==> src/rtl/muldiv_seq.sv <==
// Sequential 8x8 multiply / divide unit that writes its two result bytes into an external register file.
// Latency: accept at edge 0, one bit per cycle in CALC (cycles 1-8), low write in cycle 9, high write plus done in cycle 10.
// Backpressure: none. start is sampled only in IDLE and ignored otherwise; busy marks the cycles in which start has no effect.
//
// Ports:
//   clk, reset           single clock; asynchronous active-low reset
//   start, op            request (op 0 = MUL, 1 = DIV), sampled in IDLE only
//   a, b                 operands (multiplicand/dividend, multiplier/divisor)
//   dst_lo, dst_hi       register-file addresses for the low and high result bytes
//   busy, done, err      status; done is a one-cycle pulse, err is valid with done
//   reg_w, reg_w_select, reg_w_line   register-file write strobe, address, data
//   zf, cf               result flags, updated with a successful done, otherwise held
//
// Build option: define MULDIV_SEQ_DIV_EN to include the restoring divider.
// Without it, op=1 always completes through the error path.

module muldiv_seq (
  input  logic       clk,
  input  logic       reset,
  input  logic       start,
  input  logic       op,
  input  logic [7:0] a,
  input  logic [7:0] b,
  input  logic [7:0] dst_lo,
  input  logic [7:0] dst_hi,
  output logic       busy,
  output logic       done,
  output logic       err,
  output logic       reg_w,
  output logic [7:0] reg_w_select,
  output logic [7:0] reg_w_line,
  output logic       zf,
  output logic       cf
);

  typedef enum logic [2:0] {
    IDLE  = 3'd0,
    CALC  = 3'd1,
    WR_LO = 3'd2,
    WR_HI = 3'd3,
    ERR   = 3'd4
  } state_t;

  state_t      state_q, state_d;
  logic [2:0]  cnt_q, cnt_d;
  // MUL: {partial product high, multiplier shifting out}; DIV: {remainder, dividend/quotient}
  logic [15:0] acc_q, acc_d;
  // Second operand held for the whole calculation: multiplicand for MUL, divisor for DIV
  logic [7:0]  opnd_q, opnd_d;
  logic        op_q, op_d;
  logic [7:0]  dst_lo_q, dst_lo_d;
  logic [7:0]  dst_hi_q, dst_hi_d;

  logic        busy_q, busy_d;
  logic        done_q, done_d;
  logic        err_q, err_d;
  logic        reg_w_q, reg_w_d;
  logic [7:0]  reg_w_select_q, reg_w_select_d;
  logic [7:0]  reg_w_line_q, reg_w_line_d;
  logic        zf_q, zf_d;
  logic        cf_q, cf_d;

  // Shift-add step, LSB of the multiplier first. The 9-bit sum keeps the carry,
  // which drops into bit 15 as the whole accumulator shifts right.
  logic [8:0]  mul_sum;
  logic [15:0] mul_step;
  logic [15:0] calc_step;
  // High when an accepted op=1 can actually be computed
  logic        div_ok;

  always_comb begin
    mul_sum  = {1'b0, acc_q[15:8]} + (acc_q[0] ? {1'b0, opnd_q} : 9'd0);
    mul_step = {mul_sum, acc_q[7:1]};
  end

`ifdef MULDIV_SEQ_DIV_EN
  // Restoring step: shift the next dividend bit into the remainder and try the subtraction.
  // The trial remainder is at most 2*divisor-1, so 9 bits hold it and the kept difference fits in 8.
  logic [8:0]  div_rem;
  logic        div_ge;
  logic [7:0]  div_diff;
  logic [15:0] div_step;

  always_comb begin
    div_rem  = {acc_q[15:8], acc_q[7]};
    div_ge   = (div_rem >= {1'b0, opnd_q});
    div_diff = div_rem[7:0] - opnd_q;
    div_step = div_ge ? {div_diff, acc_q[6:0], 1'b1}
                      : {div_rem[7:0], acc_q[6:0], 1'b0};
    calc_step = op_q ? div_step : mul_step;
    div_ok    = (b != 8'd0);
  end
`else
  always_comb begin
    calc_step = mul_step;
    div_ok    = 1'b0;
  end
`endif

  always_comb begin
    state_d        = state_q;
    cnt_d          = cnt_q;
    acc_d          = acc_q;
    opnd_d         = opnd_q;
    op_d           = op_q;
    dst_lo_d       = dst_lo_q;
    dst_hi_d       = dst_hi_q;
    busy_d         = busy_q;
    done_d         = 1'b0;
    err_d          = 1'b0;
    reg_w_d        = 1'b0;
    reg_w_select_d = reg_w_select_q;
    reg_w_line_d   = reg_w_line_q;
    zf_d           = zf_q;
    cf_d           = cf_q;

    case (state_q)
      IDLE: begin
        busy_d = 1'b0;
        if (start) begin
          op_d     = op;
          dst_lo_d = dst_lo;
          dst_hi_d = dst_hi;
          busy_d   = 1'b1;
          if (op && !div_ok) begin
            // Divide-by-zero or divider not built: complete at once, no writes
            state_d = ERR;
            done_d  = 1'b1;
            err_d   = 1'b1;
          end else begin
            state_d = CALC;
            cnt_d   = 3'd7;
            acc_d   = op ? {8'h00, a} : {8'h00, b};
            opnd_d  = op ? b : a;
          end
        end
      end

      CALC: begin
        acc_d = calc_step;
        cnt_d = (cnt_q == 3'd0) ? 3'd0 : cnt_q - 3'd1;
        if (cnt_q == 3'd0) begin
          // Last step: present the low byte straight from this step's result
          state_d        = WR_LO;
          reg_w_d        = 1'b1;
          reg_w_select_d = dst_lo_q;
          reg_w_line_d   = calc_step[7:0];
        end
      end

      WR_LO: begin
        state_d        = WR_HI;
        reg_w_d        = 1'b1;
        reg_w_select_d = dst_hi_q;
        reg_w_line_d   = acc_q[15:8];
        done_d         = 1'b1;
        zf_d           = op_q ? (acc_q[7:0] == 8'd0) : (acc_q == 16'd0);
        cf_d           = op_q ? 1'b0 : (acc_q[15:8] != 8'd0);
      end

      WR_HI: begin
        state_d = IDLE;
        busy_d  = 1'b0;
      end

      ERR: begin
        state_d = IDLE;
        busy_d  = 1'b0;
      end

      default: begin
        state_d = IDLE;
        busy_d  = 1'b0;
      end
    endcase
  end

  always_ff @(posedge clk or negedge reset) begin
    if (!reset) begin
      state_q        <= IDLE;
      cnt_q          <= 3'd0;
      acc_q          <= 16'd0;
      opnd_q         <= 8'd0;
      op_q           <= 1'b0;
      dst_lo_q       <= 8'd0;
      dst_hi_q       <= 8'd0;
      busy_q         <= 1'b0;
      done_q         <= 1'b0;
      err_q          <= 1'b0;
      reg_w_q        <= 1'b0;
      reg_w_select_q <= 8'd0;
      reg_w_line_q   <= 8'd0;
      zf_q           <= 1'b0;
      cf_q           <= 1'b0;
    end else begin
      state_q        <= state_d;
      cnt_q          <= cnt_d;
      acc_q          <= acc_d;
      opnd_q         <= opnd_d;
      op_q           <= op_d;
      dst_lo_q       <= dst_lo_d;
      dst_hi_q       <= dst_hi_d;
      busy_q         <= busy_d;
      done_q         <= done_d;
      err_q          <= err_d;
      reg_w_q        <= reg_w_d;
      reg_w_select_q <= reg_w_select_d;
      reg_w_line_q   <= reg_w_line_d;
      zf_q           <= zf_d;
      cf_q           <= cf_d;
    end
  end

  assign busy         = busy_q;
  assign done         = done_q;
  assign err          = err_q;
  assign reg_w        = reg_w_q;
  assign reg_w_select = reg_w_select_q;
  assign reg_w_line   = reg_w_line_q;
  assign zf           = zf_q;
  assign cf           = cf_q;

endmodule

==> config.mk <==
export PLATFORM = sky130hd
export DESIGN_NAME = muldiv_seq
export DESIGN_NICKNAME = d
export VERILOG_FILES = /design/src/rtl/muldiv_seq.sv
export SDC_FILE = /design/constraint.sdc
export NUM_CORES = 1
export LEC_CHECK = 0
export ABC_AREA = 1
export CAP_MARGIN = 20
export CORE_UTILIZATION = 40
export DETAILED_ROUTE_END_ITERATION = 10
export PLACE_DENSITY = 0.64
export SLEW_MARGIN = 40
export SYNTH_ARGS = -nofsm -noshare
export SYNTH_HDL_FRONTEND = slang
export SYNTH_SLANG_ARGS = --single-unit
==> constraint.sdc <==
create_clock -name clk -period 2.3 [get_ports clk]
set_input_delay 0.23 -clock clk [delete_from_list [all_inputs] [get_ports clk]]
set_output_delay 0.23 -clock clk [all_outputs]
set_load 0.02 [all_outputs]
==> impl_metrics.env <==
export IMPL_grt_start_max_net_pins=34
export IMPL_tightestPinTransition_ps=645.6
export IMPL_cts_setup_buffers=0
export IMPL_worstHoldPathType="input pin to async pin"
export IMPL_grt_total_usage_pct=18.74
export IMPL_initial_core_util_pct=41.51
export IMPL_setup_tns_ps=0
export IMPL_grt_pass1_vias=2588
export IMPL_rr_startpoint="acc_q[0]$_DFFE_PN0P_"
export IMPL_remaining_drc_errors=0
export IMPL_tritoncts="yes"
export IMPL_critical_path_top_delay_family="adder cells"
export IMPL_cts_root_buffer="sky130_fd_sc_hd__clkbuf_8"
export IMPL_crit_chain="nand2_1 > inv_1 > ha_1 > fa_1 > nand2_1 > nand3_1 > a21o_1 > nand3_1 > o21ai_0"
export IMPL_wl_cell_um=13.45
export IMPL_cts_num_sinks=69
export IMPL_core_um2=8217
export IMPL_synth_edff_count=0
export IMPL_layout_worst_path_cycle_share_pct=85.95
export IMPL_finalWeightedCongestion=0.8144
export IMPL_detailedRoute_firstIterationViolations=143
export IMPL_routed_via_count=2691
export IMPL_static_leakage_power_nw=2.067
export IMPL_grt_first_pass_wirelength_um=12520
export IMPL_r2r_setup_slack_ps=320
export IMPL_routed_wl_um=7452
export IMPL_drive_above_1_share_pct=11.36
export IMPL_num_rows=33
export IMPL_worst_skew_late_latency_ps=340
export IMPL_vdd_ir_drop_max_mv=0.5748
export IMPL_fin_crit_ps=1977
export IMPL_synthDistinctLibCells=35
export IMPL_drt_first_pass_iters=4
export IMPL_cp_start_kind="register"
export IMPL_worst_slew_margin_rel_pct=56.91
export IMPL_critPathBufInv=1
export IMPL_floorplan_io_pins=58
export IMPL_cts_made_buffers=9
export IMPL_final_net_count=491
export IMPL_total_setup_violations_reported_at_the_end_of_the_flow=0
export IMPL_synth_ff_type="sky130_fd_sc_hd__dfrtp_1"
export IMPL_max_cap_violations=0
export IMPL_synth_seq_area_share_pct=50.62
export IMPL_post_synth_top_count_cell="sky130_fd_sc_hd__nand2_1"
export IMPL_setup_worst_path_end_class="register"
export IMPL_yosys_warnings=0
export IMPL_fin_skew_ps=7.412
export IMPL_crit_path_max_delay_cell_type="sky130_fd_sc_hd__dfrtp_1"
export IMPL_cts_hold_repair_buffers=1
export IMPL_areaGrowthSynthToFinish_pct=24.65
export IMPL_yosysTopAreaCell="sky130_fd_sc_hd__dfrtp_1"
export IMPL_synthesis_instances=386
export IMPL_power_share_clock_pct=16.2
export IMPL_r2r_worst_path_cells=9
export IMPL_critical_path_cell_count=9
export IMPL_htree_num_levels=3
export IMPL_p_int_mw=3.476
export IMPL_cts_resized_gates=0
export IMPL_die_height_um=94.34
export IMPL_ctsLongestPathBuffers=2
export IMPL_synthTopCellsByArea="sky130_fd_sc_hd__dfrtp_1 51%, sky130_fd_sc_hd__nand2_1 10%, sky130_fd_sc_hd__inv_1 5.2%"
export IMPL_status="complete, no violations"
export IMPL_crit_path_max_fanout=10
export IMPL_clk_pin_slew_worst_paths_ps=70
export IMPL_worst_path_largest_cell_delay_ps=480
export IMPL_viasPerCell=4.857
export IMPL_post_synth_cell_area_avg_um2=8.836
export IMPL_share_comb_of_total_power_pct=47.4
export IMPL_synth_seq_cells=69
export IMPL_chipWidth_um=94.34
export IMPL_initial_antenna_violation_count=0
export IMPL_yosys_area_top_type_share_pct=50.62
export IMPL_postRouteAntennaNets=0
export IMPL_timing_critical_path_required_ps=2510
export IMPL_worstPathArrival_ps=2190
export IMPL_grt_ovfl_total=0
export IMPL_power_switching_share_pct=40.58
export IMPL_synth_net_count=431
export IMPL_detailedPlacementHpwl_um=5553
export IMPL_cellPowerDensity_nw_per_um2=1376
export IMPL_synth_cells_most_frequent="92 x sky130_fd_sc_hd__nand2_1, 69 x sky130_fd_sc_hd__dfrtp_1, 47 x sky130_fd_sc_hd__inv_1"
export IMPL_maxSlewViolCount=0
export IMPL_share_seq_of_total_power_pct=36.4
export IMPL_grt_setup_unrepaired="false"
export IMPL_postSynth_asyncResetShare_pct=100.0
export IMPL_critical_path_class="register to register"
export IMPL_final_design_area_no_fill_um2=4252
export IMPL_p_sw_mw=2.373
export IMPL_nFillCells=791
export IMPL_timing_final_hold_violations=0
export IMPL_placedInstanceArea_um2=4061
export IMPL_die_area_um2=8900
export IMPL_achievable_frequency_mhz=505.8
export IMPL_count_of_buffers_inserted_at_the_top_level_ports=57
export IMPL_timing_rr_end="acc_q[11]$_DFFE_PN0P_"
export IMPL_diodes=0
export IMPL_syn_cell_area_um2=3411
kinds of logic (layout without fill, tap and decap cells):
logic type,after synthesis,in the layout,share of synthesized area (%)
buffers and inverters,65,128,8.657
AND/OR/NAND/NOR,156,156,19.00
adder cells (fa/ha/maj),9,9,3.522
flip-flops,69,69,50.62
AO/OA/AOI/OAI,79,79,15.55
multiplexers,8,8,2.641
cells in the final DEF (no fill, tap or decap), types with 2 or more instances in the layout:
master,instances
sky130_fd_sc_hd__or2_2,2
sky130_fd_sc_hd__o21ai_0,16
sky130_fd_sc_hd__buf_4,6
sky130_fd_sc_hd__nand2_1,92
sky130_fd_sc_hd__o21a_1,16
sky130_fd_sc_hd__nor2_2,2
sky130_fd_sc_hd__ha_1,8
sky130_fd_sc_hd__dfrtp_1,69
sky130_fd_sc_hd__o22ai_1,3
sky130_fd_sc_hd__inv_1,47
sky130_fd_sc_hd__o211ai_1,7
sky130_fd_sc_hd__clkdlybuf4s50_1,56
sky130_fd_sc_hd__nor2_1,36
sky130_fd_sc_hd__mux2_2,8
sky130_fd_sc_hd__clkbuf_1,2
sky130_fd_sc_hd__nand3_1,15
sky130_fd_sc_hd__a21oi_2,14
sky130_fd_sc_hd__nand4_1,4
sky130_fd_sc_hd__a21oi_1,17
sky130_fd_sc_hd__clkbuf_8,10
registers in the layout (all words and copies together), names as in the netlist, 3 cells and up:
signal / cells
acc_q: 16
cnt_q: 3
dst_hi_q: 8
dst_lo_q: 8
opnd_q: 8
reg_w_line: 8
reg_w_select: 8
state_q: 3
per-stage QoR:
stage	setup WS (ps)	total power, mW	utilization, %	instances	hold WS (ps)
5_1_grt	204.4	6.336	51.74	554	436.3
3_3_place_gp	479.4	4.859	49.43	539	276.3
6_report	323.1	5.849	51.74	554	429.2
4_1_cts	378.8	5.901	51.74	554	420.0
3_5_place_dp	391.7	4.937	49.43	539	277.9
2_1_floorplan	509.5	4.052	-	386	-65.59
worst max path at each step:
| stage | slack (ps) | startpoint | end |
|---|---|---|---|
| 2_1_floorplan | 510 | acc_q[0]$_DFFE_PN0P_ | acc_q[11]$_DFFE_PN0P_ |
| 3_3_place_gp | 480 | acc_q[0]$_DFFE_PN0P_ | acc_q[11]$_DFFE_PN0P_ |
| 3_5_place_dp | 390 | acc_q[0]$_DFFE_PN0P_ | acc_q[11]$_DFFE_PN0P_ |
| 4_1_cts | 380 | acc_q[0]$_DFFE_PN0P_ | acc_q[11]$_DFFE_PN0P_ |
| 5_1_grt | 200 | acc_q[0]$_DFFE_PN0P_ | acc_q[13]$_DFFE_PN0P_ |
| 6_report | 320 | acc_q[0]$_DFFE_PN0P_ | acc_q[11]$_DFFE_PN0P_ |
layer usage:
| layer | routed length, um | GRT usage, % | vias up | part of all wire, % |
|---|---|---|---|---|
| met3 | 255 | 3.060 | 11 | 3.4 |
| met4 | 159 | 10.64 | 0 | 2.1 |
| met5 | 0 | 0 | - | 0 |
| li1 | - | - | 1361 | - |
| met1 | 3631 | 26.70 | 1249 | 49 |
| met2 | 3405 | 26.99 | 70 | 46 |
worst reg2reg max path: cells and delay by family (launching register included):
family          cells  cell delay [ps]
buf+inv             1               40
simple gates        4              430
compound gates      2              300
flops               1              480
fa+ha+maj           2              600
final cells by class:
| type | instances | area, um2 | area share, % |
|---|---|---|---|
| Inverter | 49 | 183.9 | 4.326 |
| Clock inverter | 2 | 35.03 | 0.8240 |
| Tap cell | 105 | 131.4 | 3.090 |
| Timing Repair Buffer | 65 | 640.6 | 15.07 |
| Clock buffer | 12 | 145.1 | 3.414 |
| Multi-Input combinational cell | 252 | 1389 | 32.67 |
| Sequential cell | 69 | 1727 | 40.61 |
power by group through the flow:
stage	registers [mW]	logic, mW	clock network, mW
finish	2.13	2.77	0.947
global route	2.20	3.12	1.02
CTS	2.14	2.79	0.973
detailed placement	2.16	2.78	0
global placement	2.15	2.71	0
floorplan	2.26	1.79	0
No activity file was read; power rests on OpenSTA's default activity.
